File: src/rtl/tow_bot_player.sv
// tow_bot_player: automated tug-of-war opponent pressing after a pseudo-random reaction delay
module tow_bot_player #(
  parameter int         DLY_W       = 8,
  parameter int         HOLD_CYCLES = 25,
  parameter logic [7:0] LFSR_SEED   = 8'hA5
) (
  input  logic             clk_i,
  input  logic             rst_ni,
  input  logic             enable_i,
  input  logic             cue_i,
  input  logic [DLY_W-1:0] min_dly_i,
  input  logic [DLY_W-1:0] rnd_mask_i,
  input  logic             false_start_i,
  output logic             press_o,
  output logic             aborted_o,
  output logic             busy_o,
  output logic [7:0]       press_cnt_o
);
  typedef enum logic [2:0] {IDLE, ARMED, REACT, PRESS, RELEASE} state_t;
  state_t           state_q, state_d;
  logic [DLY_W-1:0] cnt_q, cnt_d;
  logic [7:0]       lfsr_q, press_cnt_q, press_cnt_d;
  logic             cue_q, aborted_q, aborted_d;
  logic             rise;
  logic [DLY_W:0]   sum;
  logic [DLY_W-1:0] dly;
  assign rise        = cue_i & ~cue_q;
  assign sum         = {1'b0, min_dly_i} + {1'b0, DLY_W'(lfsr_q) & rnd_mask_i};
  assign dly         = sum[DLY_W] ? '1 : sum[DLY_W-1:0];
  assign press_o     = state_q == PRESS;
  assign busy_o      = state_q == REACT || state_q == PRESS || state_q == RELEASE;
  assign aborted_o   = aborted_q;
  assign press_cnt_o = press_cnt_q;
  // State, shared counter (false-start count / reaction countdown / hold), LFSR and cue history
  always_ff @(posedge clk_i or negedge rst_ni) begin
    if (!rst_ni) begin
      state_q     <= IDLE;
      cnt_q       <= '0;
      lfsr_q      <= LFSR_SEED;
      cue_q       <= 1'b0;
      aborted_q   <= 1'b0;
      press_cnt_q <= '0;
    end else begin
      state_q     <= state_d;
      cnt_q       <= cnt_d;
      lfsr_q      <= {lfsr_q[6:0], lfsr_q[7] ^ lfsr_q[5] ^ lfsr_q[4] ^ lfsr_q[3]};
      cue_q       <= cue_i;
      aborted_q   <= aborted_d;
      press_cnt_q <= press_cnt_d;
    end
  end
  // Next state: a zero delay jumps straight to PRESS so the press lands one cycle after the rise
  always_comb begin
    state_d     = state_q;
    cnt_d       = cnt_q;
    aborted_d   = 1'b0;
    press_cnt_d = press_cnt_q;
    if (!enable_i) state_d = IDLE;
    else begin
      case (state_q)
        IDLE: begin
          state_d = cue_i ? IDLE : ARMED;
          cnt_d   = '0;
        end
        ARMED: begin
          if (rise) begin
            state_d = (dly == '0) ? PRESS : REACT;
            cnt_d   = (dly == '0) ? '0 : dly - DLY_W'(1);
          end else if (false_start_i && cnt_q == min_dly_i) begin
            state_d = PRESS;
            cnt_d   = '0;
          end else cnt_d = cnt_q + DLY_W'(1);
        end
        REACT: begin
          if (!cue_i) begin
            state_d   = ARMED;
            cnt_d     = '0;
            aborted_d = 1'b1;
          end else if (cnt_q == '0) state_d = PRESS;
          else cnt_d = cnt_q - DLY_W'(1);
        end
        PRESS: begin
          if (cnt_q == DLY_W'(HOLD_CYCLES - 1)) begin
            state_d     = RELEASE;
            press_cnt_d = press_cnt_q + 8'd1;
          end else cnt_d = cnt_q + DLY_W'(1);
        end
        RELEASE: begin
          state_d = cue_i ? RELEASE : ARMED;
          cnt_d   = '0;
        end
        default: state_d = IDLE;
      endcase
    end
  end
endmodule
File: config.mk
export PLATFORM = sky130hd
export DESIGN_NAME = tow_bot_player
export DESIGN_NICKNAME = d
export VERILOG_FILES = /design/src/rtl/tow_bot_player.sv
export SDC_FILE = /design/constraint.sdc
export NUM_CORES = 1
export LEC_CHECK = 0
export BUFFER_PORTS_ARGS = -buffer_cell sky130_fd_sc_hd__clkbuf_2
export CAP_MARGIN = 10
export CORE_MARGIN = 10
export CORE_UTILIZATION = 30
export CTS_CLUSTER_DIAMETER = 50
export CTS_CLUSTER_SIZE = 14
export DETAILED_ROUTE_END_ITERATION = 8
export PLACE_DENSITY_LB_ADDON = 0.15
export SLEW_MARGIN = 15
export SYNTH_ARGS = -nofsm -noshare
export SYNTH_HDL_FRONTEND = slang
export SYNTH_SLANG_ARGS = --single-unit
export TNS_END_PERCENT = 100
File: constraint.sdc
create_clock -name clk_i -period 4.31 [get_ports clk_i]
set_input_delay 0.431 -clock clk_i [delete_from_list [all_inputs] [get_ports clk_i]]
set_output_delay 0.431 -clock clk_i [all_outputs]
set_load 0.005 [all_outputs]
==> summary.md, run 1 <==
| Metric | Value |
|---|---|
| Run status | `finished clean` |
| Critical-path maximum fanout | `8` |
| Hold violation total from the final report | `0` |
| Port buffer count | `31` |
| Post-synthesis cell area | `2402 um2` |
| Die height | `109.5 um` |
| Total met2 wirelength after detailed routing | `roughly 3.0 mm` |
| Mean routed wirelength per cell | `roughly 16 um` |
| Slew headroom | `39.41%` |
| Final net count | `343` |
| Startpoint of the worst register-to-register path | `lfsr_q[0]` |
| Utilization of the core after routing | `35.02%` |
| CTS Root Buffer Type | `clkbuf_8` |
| Resize count post-CTS | `0` |
| Number of enable flip-flop cells after synthesis | `0` |
| Count of hold buffers inserted by post-cts repair | `0` |
| Initial core utilization | `30.93%` |
| Most common cell after layout, fill and taps aside | `nand2_1` |
| Number of H-tree branching levels | `2` |
| Instance count of the mapped netlist | `283` |
| Die Span X | `109.5 um` |
| Maximum number of pins on one net before global-route repair | `30` |
| Register area share after synthesis | `30.42%` |
| Post-Syn Nets | `318` |
| Type of the tightest min-delay check | `input port to asynchronous set/reset pin` |
| Leak pwr | `approximately 1.2 nW` |
| Number of vias after detailed routing | `~2100` |
| RD Place Congestion | `0.8581` |
| Data arrival at the endpoint of the critical path | `3780 ps` |
| RSZ-0062 raised after global routing | `no` |
| First-pass GRT wire length | `11.05 mm` |
| FF-to-FF path depth | `14` |
| Number of nets with antenna violations after routing | `0` |
| Maximum clock skew at final layout | `between 7 and 8 ps` |
| Number of filler cells placed in the layout | `841` |
| Power Density | `287.5 nW/um2` |
| Mean Syn Cell Area | `8.489 um2` |
| Maximum resistive drop on vdd | `0.1217 mV` |
| Number of post-CTS setup repair buffers | `0` |
| Post-synth ARST share | `between 90% and 100%` |
| Number of maximum-capacitance constraint violations | `0` |
| Terminus of the critical flop-to-flop path | `cnt_q[1]` |
| Dominant synthesized flop cell | `dfrtp_1` |
| DRC violations left | `0` |
| DR vias/cell | `5.127` |
| Actual transition at the worst max-transition pin | `906.8 ps` |
| Iteration-0 DRC count of the detailed router | `100` |
| Drt total wl | `roughly 6.5 mm` |
| Type of destination of the critical path | `flop` |
| Highest layer used for signal routing | `met4` |
| Clock tree from TritonCTS | `done` |
| Clock net sink count | `29` |
| Total gr overflow | `0` |
| Global-route total usage across every layer | `11.43%` |
| Kind of critical path | `flop to flop` |
| Clock transition at the register clock pins on the worst setup and hold paths after CTS | `70 ps` |
| Final critical delay including setup and external delays | `3609 ps` |
| Final worst path period share | `83.73%` |
| CORE AREA | `7767 um2` |
| Max Slew Vio Count | `0` |
| Number of distinct standard cells referenced by the synthesized netlist | `59` |
| Kind of start point of the critical path | `flop` |
| Total die area | `11990 um2` |
| Clock insertion delay at the later pin of the skew report | `280 ps` |
| Req. time, crit path | `4480 ps` |
| Half-perimeter wire length after placement | `5.116 mm` |
| Deepest clock path buffer count | `2` |
| Number of top-level pins | `32` |
| Number of clock buffers inserted by TritonCTS | `5` |
| Met3 wire length | `~190 um` |
| Count of standard-cell rows | `32` |
| Fraction of layout instances using a drive strength above 1 | `17.48%` |
| Synth warnings | `0` |
| Vias in the first global route | `2134` |
| Setup slack, reg-to-reg | `700 ps` |
| Number of endpoints failing setup at the final stage | `0` |
| Number of synthesized register bits | `29` |
| Layout area overhead | `13.23%` |
| Diodes inserted | `0` |
| Initial DRT Pass Iterations | `4` |
| Initial antenna violation count | `0` |
| Sum of negative setup slack | `0 ps` |
| Sum of routed wire segments on met1 | `3.214 mm` |
| Commonest non-fill, non-tap cells in the layout | `nand2_1 (32), clkbuf_2 (31), dfrtp_1 (25)` |
| Worst slack on hold paths | `224.2 ps` |
| Max Clk Rate | `~280 MHz` |
==> kinds of logic (layout without fill, tap and decap cells) <==
kind of cell    count (synthesis)  after routing  share of synthesized area [%]
simple gates                  115            115                          25.00
flops                          29             29                          30.42
compound gates                 68             68                          20.52
buf+inv                        23             49                          3.854
xor+xnor                       31             31                          11.30
fa+ha+maj                      14             14                          7.604
mux                             3              3                          1.302
==> worst max-delay path, cell delays in order (launching register included) <==
cell and delay (ps):
dfstp_2 370, and2_1 150, ha_1 210, fa_1 410
nand3_1 120, nand2_1 90, a21o_1 250, nor2_1 160
ha_1 210, nand2_1 60, a21oi_1 170, or4b_4 530
o31ai_4 420, o221ai_1 190, o211a_1 140
==> layout make-up <==
type	count	area, um2	area share [%]
Tap cell	102	127.6	4.692
Multi-Input combinational cell	231	1579	58.05
Timing Repair Buffer	32	162.7	5.980
Inverter	9	33.78	1.242
Clock buffer	5	68.82	2.530
Sequential cell	29	730.7	26.86
Clock inverter	3	17.52	0.6440
==> synthesized netlist by cell type (3+ instances only) <==
cell type,instances,area share [%]
nand4_1,4,1.0
o21bai_1,3,0.94
o211a_1,3,1.3
nor4b_1,3,1.1
a31oi_1,4,1.0
ha_1,13,6.8
xnor2_1,15,5.5
or2_2,3,0.78
dfstp_2,4,4.4
nand2_1,32,5.0
and3_1,3,0.78
nor4_1,3,0.78
xor2_1,16,5.8
nand3_1,6,1.3
inv_1,9,1.4
clkbuf_1,10,1.6
nor3b_1,3,0.94
dfrtp_1,25,26
o221ai_1,3,1.1
a221oi_1,3,1.1
nor3_1,10,2.1
and2_1,10,2.6
o21ai_0,18,3.8
nand2b_1,3,0.78
nor2_1,21,3.3
a21oi_1,10,2.1
nor2b_1,4,1.0
==> sequential cells by signal (all words and copies together), names as in the netlist <==
signal	count
aborted_o	1
press_cnt_o	8
cnt_q	8
state_q	3
cue_q	1
lfsr_q	8
==> per-layer routing <==
| layer | GRT usage (%) | vias up |
|---|---|---|
| li1 | - | 1072 |
| met1 | 15.67 | 995 |
| met2 | 17.93 | 32 |
| met3 | 2.282 | 8 |
| met4 | 2.881 | 0 |
| met5 | 0 | - |
==> per-stage QoR <==
| stage | instance area (um2) | instances | total power [mW] | worst slack (ps) |
|---|---|---|---|---|
| 2_1_floorplan | 2402 | 283 | 0.4952 | 969.9 |
| 5_1_grt | 2720 | 411 | 0.8406 | 436.5 |
| 6_report | 2720 | 411 | 0.7821 | 701.2 |
| 3_3_place_gp | 2634 | 403 | 0.5656 | 676.0 |
| 3_5_place_dp | 2634 | 403 | 0.5638 | 604.0 |
| 4_1_cts | 2720 | 411 | 0.7904 | 705.1 |
==> where the power goes <==
group / internal [mW] / switching [mW] / total, mW
registers: 0.291 / 0.0578 / 0.349
logic: 0.0927 / 0.120 / 0.213
clock network: 0.111 / 0.109 / 0.220
total: 0.495 / 0.287 / 0.782
==> worst max-delay path by stage <==
stage          slack [ps]       end          start  cells past startpoint
2_1_floorplan         970  cnt_q[1]  rnd_mask_i[0]                     14
6_report              700  cnt_q[1]      lfsr_q[0]                     14
3_5_place_dp          600  cnt_q[1]  rnd_mask_i[0]                     15
4_1_cts               710  cnt_q[1]      lfsr_q[0]                     14
3_3_place_gp          680  cnt_q[1]  rnd_mask_i[0]                     15
5_1_grt               440  cnt_q[1]      lfsr_q[5]                     13
Note: power is estimated with default switching activity, not from simulation.
==> run 2: changes to the inputs <==
clock period = 3.64 ns   (was 4.31 ns; I/O delays follow)
==> summary.md, run 2 (synthesis results as in run 1) <==
| Metric | Value |
|---|---|
| DR vias/cell | `5.283` |
| Diodes inserted | `0` |
| Total gr overflow | `0` |
| GRT met1 Usage | `between 10% and 20%` |
| Clock insertion delay at the later pin of the skew report | `about 280 ps` |
| Slew headroom | `40.39%` |
| Max Slew Vio Count | `0` |
| Die height | `109.5 um` |
| Fraction of layout instances using a drive strength above 1 | `approximately a fifth` |
| Cell count after placement | `405` |
| Count of standard-cell rows | `32` |
| Initial core utilization | `30.93%` |
| Type of the tightest min-delay check | `input port to asynchronous set/reset pin` |
| Commonest non-fill, non-tap cells in the layout | `nand2_1 (32), clkbuf_2 (31), dfrtp_1 (25)` |
| Number of vias after detailed routing | `2187` |
| Final worst path period share | `94.78%` |
| Clock transition at the register clock pins on the worst setup and hold paths after CTS | `approximately 70 ps` |
| Initial DRT Pass Iterations | `4` |
| Most common cell after layout, fill and taps aside | `nand2_1` |
| Total die area | `11990 um2` |
| Vias in the first global route | `2115` |
| Met2 Usage GRT | `between 10% and 20%` |
| Hold violation total from the final report | `0` |
| Pre-CTS setup slack | `61.79 ps` |
| Global-route total usage across every layer | `~11%` |
| Layout area overhead | `14.48%` |
| Kind of start point of the critical path | `flop` |
| Req. time, crit path | `3820 ps` |
| Initial antenna violation count | `0` |
| Overall power after layout | `924.5 uW` |
| Clock tree from TritonCTS | `done` |
| Iteration-0 DRC count of the detailed router | `97` |
| Number of endpoints failing setup at the final stage | `0` |
| Drt total wl | `6.535 mm` |
| Number of H-tree branching levels | `2` |
| Utilization of the core after routing | `between 30% and 40%` |
| Total non-filler cell area in the finished layout | `2750 um2` |
| Number of top-level pins | `32` |
| Power Density | `between 300 and 400 nW/um2` |
| Mean routed wirelength per cell | `15.79 um` |
| Actual transition at the worst max-transition pin | `892.3 ps` |
| Maximum resistive drop on vdd | `0.1402 mV` |
| Half-perimeter wire length after placement | `5.157 mm` |
| Run status | `finished clean` |
| CTS Root Buffer Type | `clkbuf_8` |
| Final critical delay including setup and external delays | `about 3500 ps` |
| Type of destination of the critical path | `flop` |
| Placement-stage cell area | `~2600 um2` |
| Master of the slowest instance on the critical path | `or4b_4` |
| Die Span X | `109.5 um` |
| RD Place Congestion | `slightly above 0.8` |
| Number of maximum-capacitance constraint violations | `0` |
| Critical-path maximum fanout | `7` |
| Worst slack on hold paths | `roughly 160 ps` |
| Number of clock buffers inserted by TritonCTS | `5` |
| Final critical-path setup slack | `roughly 190 ps` |
| Met3 global-route usage | `2.341%` |
| Largest stage delay on the critical path | `520 ps` |
| Clock net sink count | `29` |
| Port buffer count | `31` |
| Max Clk Rate | `289.8 MHz` |
| Final net count | `346` |
| First-pass GRT wire length | `10.70 mm` |
| Cell Count, Final, Fillers Out | `about 410` |
| Sum of negative setup slack | `0 ps` |
| Kind of critical path | `flop to flop` |
| Data arrival at the endpoint of the critical path | `around 3600 ps` |
| Count of hold buffers inserted by post-cts repair | `0` |
| Chain of cells forming the critical path | `and2_1 > ha_1 > fa_1 > nand3_1 > nand2_1 > a21o_1 > nor2_1 > ha_1 > nand2_1 > a21oi_2 > or4b_4 > o31ai_4 > o221ai_1 > o211a_1` |
| GRT Max-Usage Layer | `met2` |
| Leak pwr | `around 1.3 nW` |
| Number of nets with antenna violations after routing | `0` |
| Maximum clock skew at final layout | `6.782 ps` |
| DRC violations left | `0` |
| CORE AREA | `7767 um2` |
| Maximum number of pins on one net before global-route repair | `30` |
| Deepest clock path buffer count | `2` |
==> run 2: cell types whose count changed in the layout (fill, tap and decap cells not counted), sizes merged <==
cell	delta
buf	+3
==> run 2: layer usage <==
metal,wire (um),vias to the layer above
met3,272,9
met2,3055,64
met1,3131,1033
met4,76,0
met5,0,-
li1,-,1081
==> run 2: worst paths after layout <==
| kind | endpoint | from | slack (ps) | depth (start not counted) |
|---|---|---|---|---|
| min | state_q[2] | rst_ni | 160 | 1 |
| max reg2reg | cnt_q[1] | lfsr_q[0] | 190 | 14 |
| max | cnt_q[1] | lfsr_q[0] | 190 | 14 |
| min in group clk_i | cue_q | cue_i | 290 | 1 |
| max in group asynchronous | lfsr_q[1] | rst_ni | 2980 | 1 |
| min reg2reg | lfsr_q[7] | lfsr_q[6] | 370 | 0 |
==> run 2: worst max-delay path, delay by kind of cell (launching register included) <==
kind            cells  cell delay, ps
simple gates        6            1100
compound gates      5            1080
fa+ha+maj           3             830
flops               1             370
==> run 2: cell type report <==
type	instances	area, um2
inverter	9	33.78
multi-input combinational	231	1587
timing repair buffer	35	185.2
sequential	29	730.7
fill	835	5017
clock inverter	3	17.52
tap	102	127.6
clock buffer	5	68.82
==> run 2: what timing repair did <==
item	CTS	global route
resized for setup	0	2
setup buffers	0	1
endpoints found under the setup margin	0	5
==> run 2: where the power goes <==
part	internal [mW]	switching, mW	total, mW
clock	0.132	0.129	0.261
sequential	0.345	0.0664	0.411
combinational	0.111	0.142	0.252
total	0.587	0.337	0.924
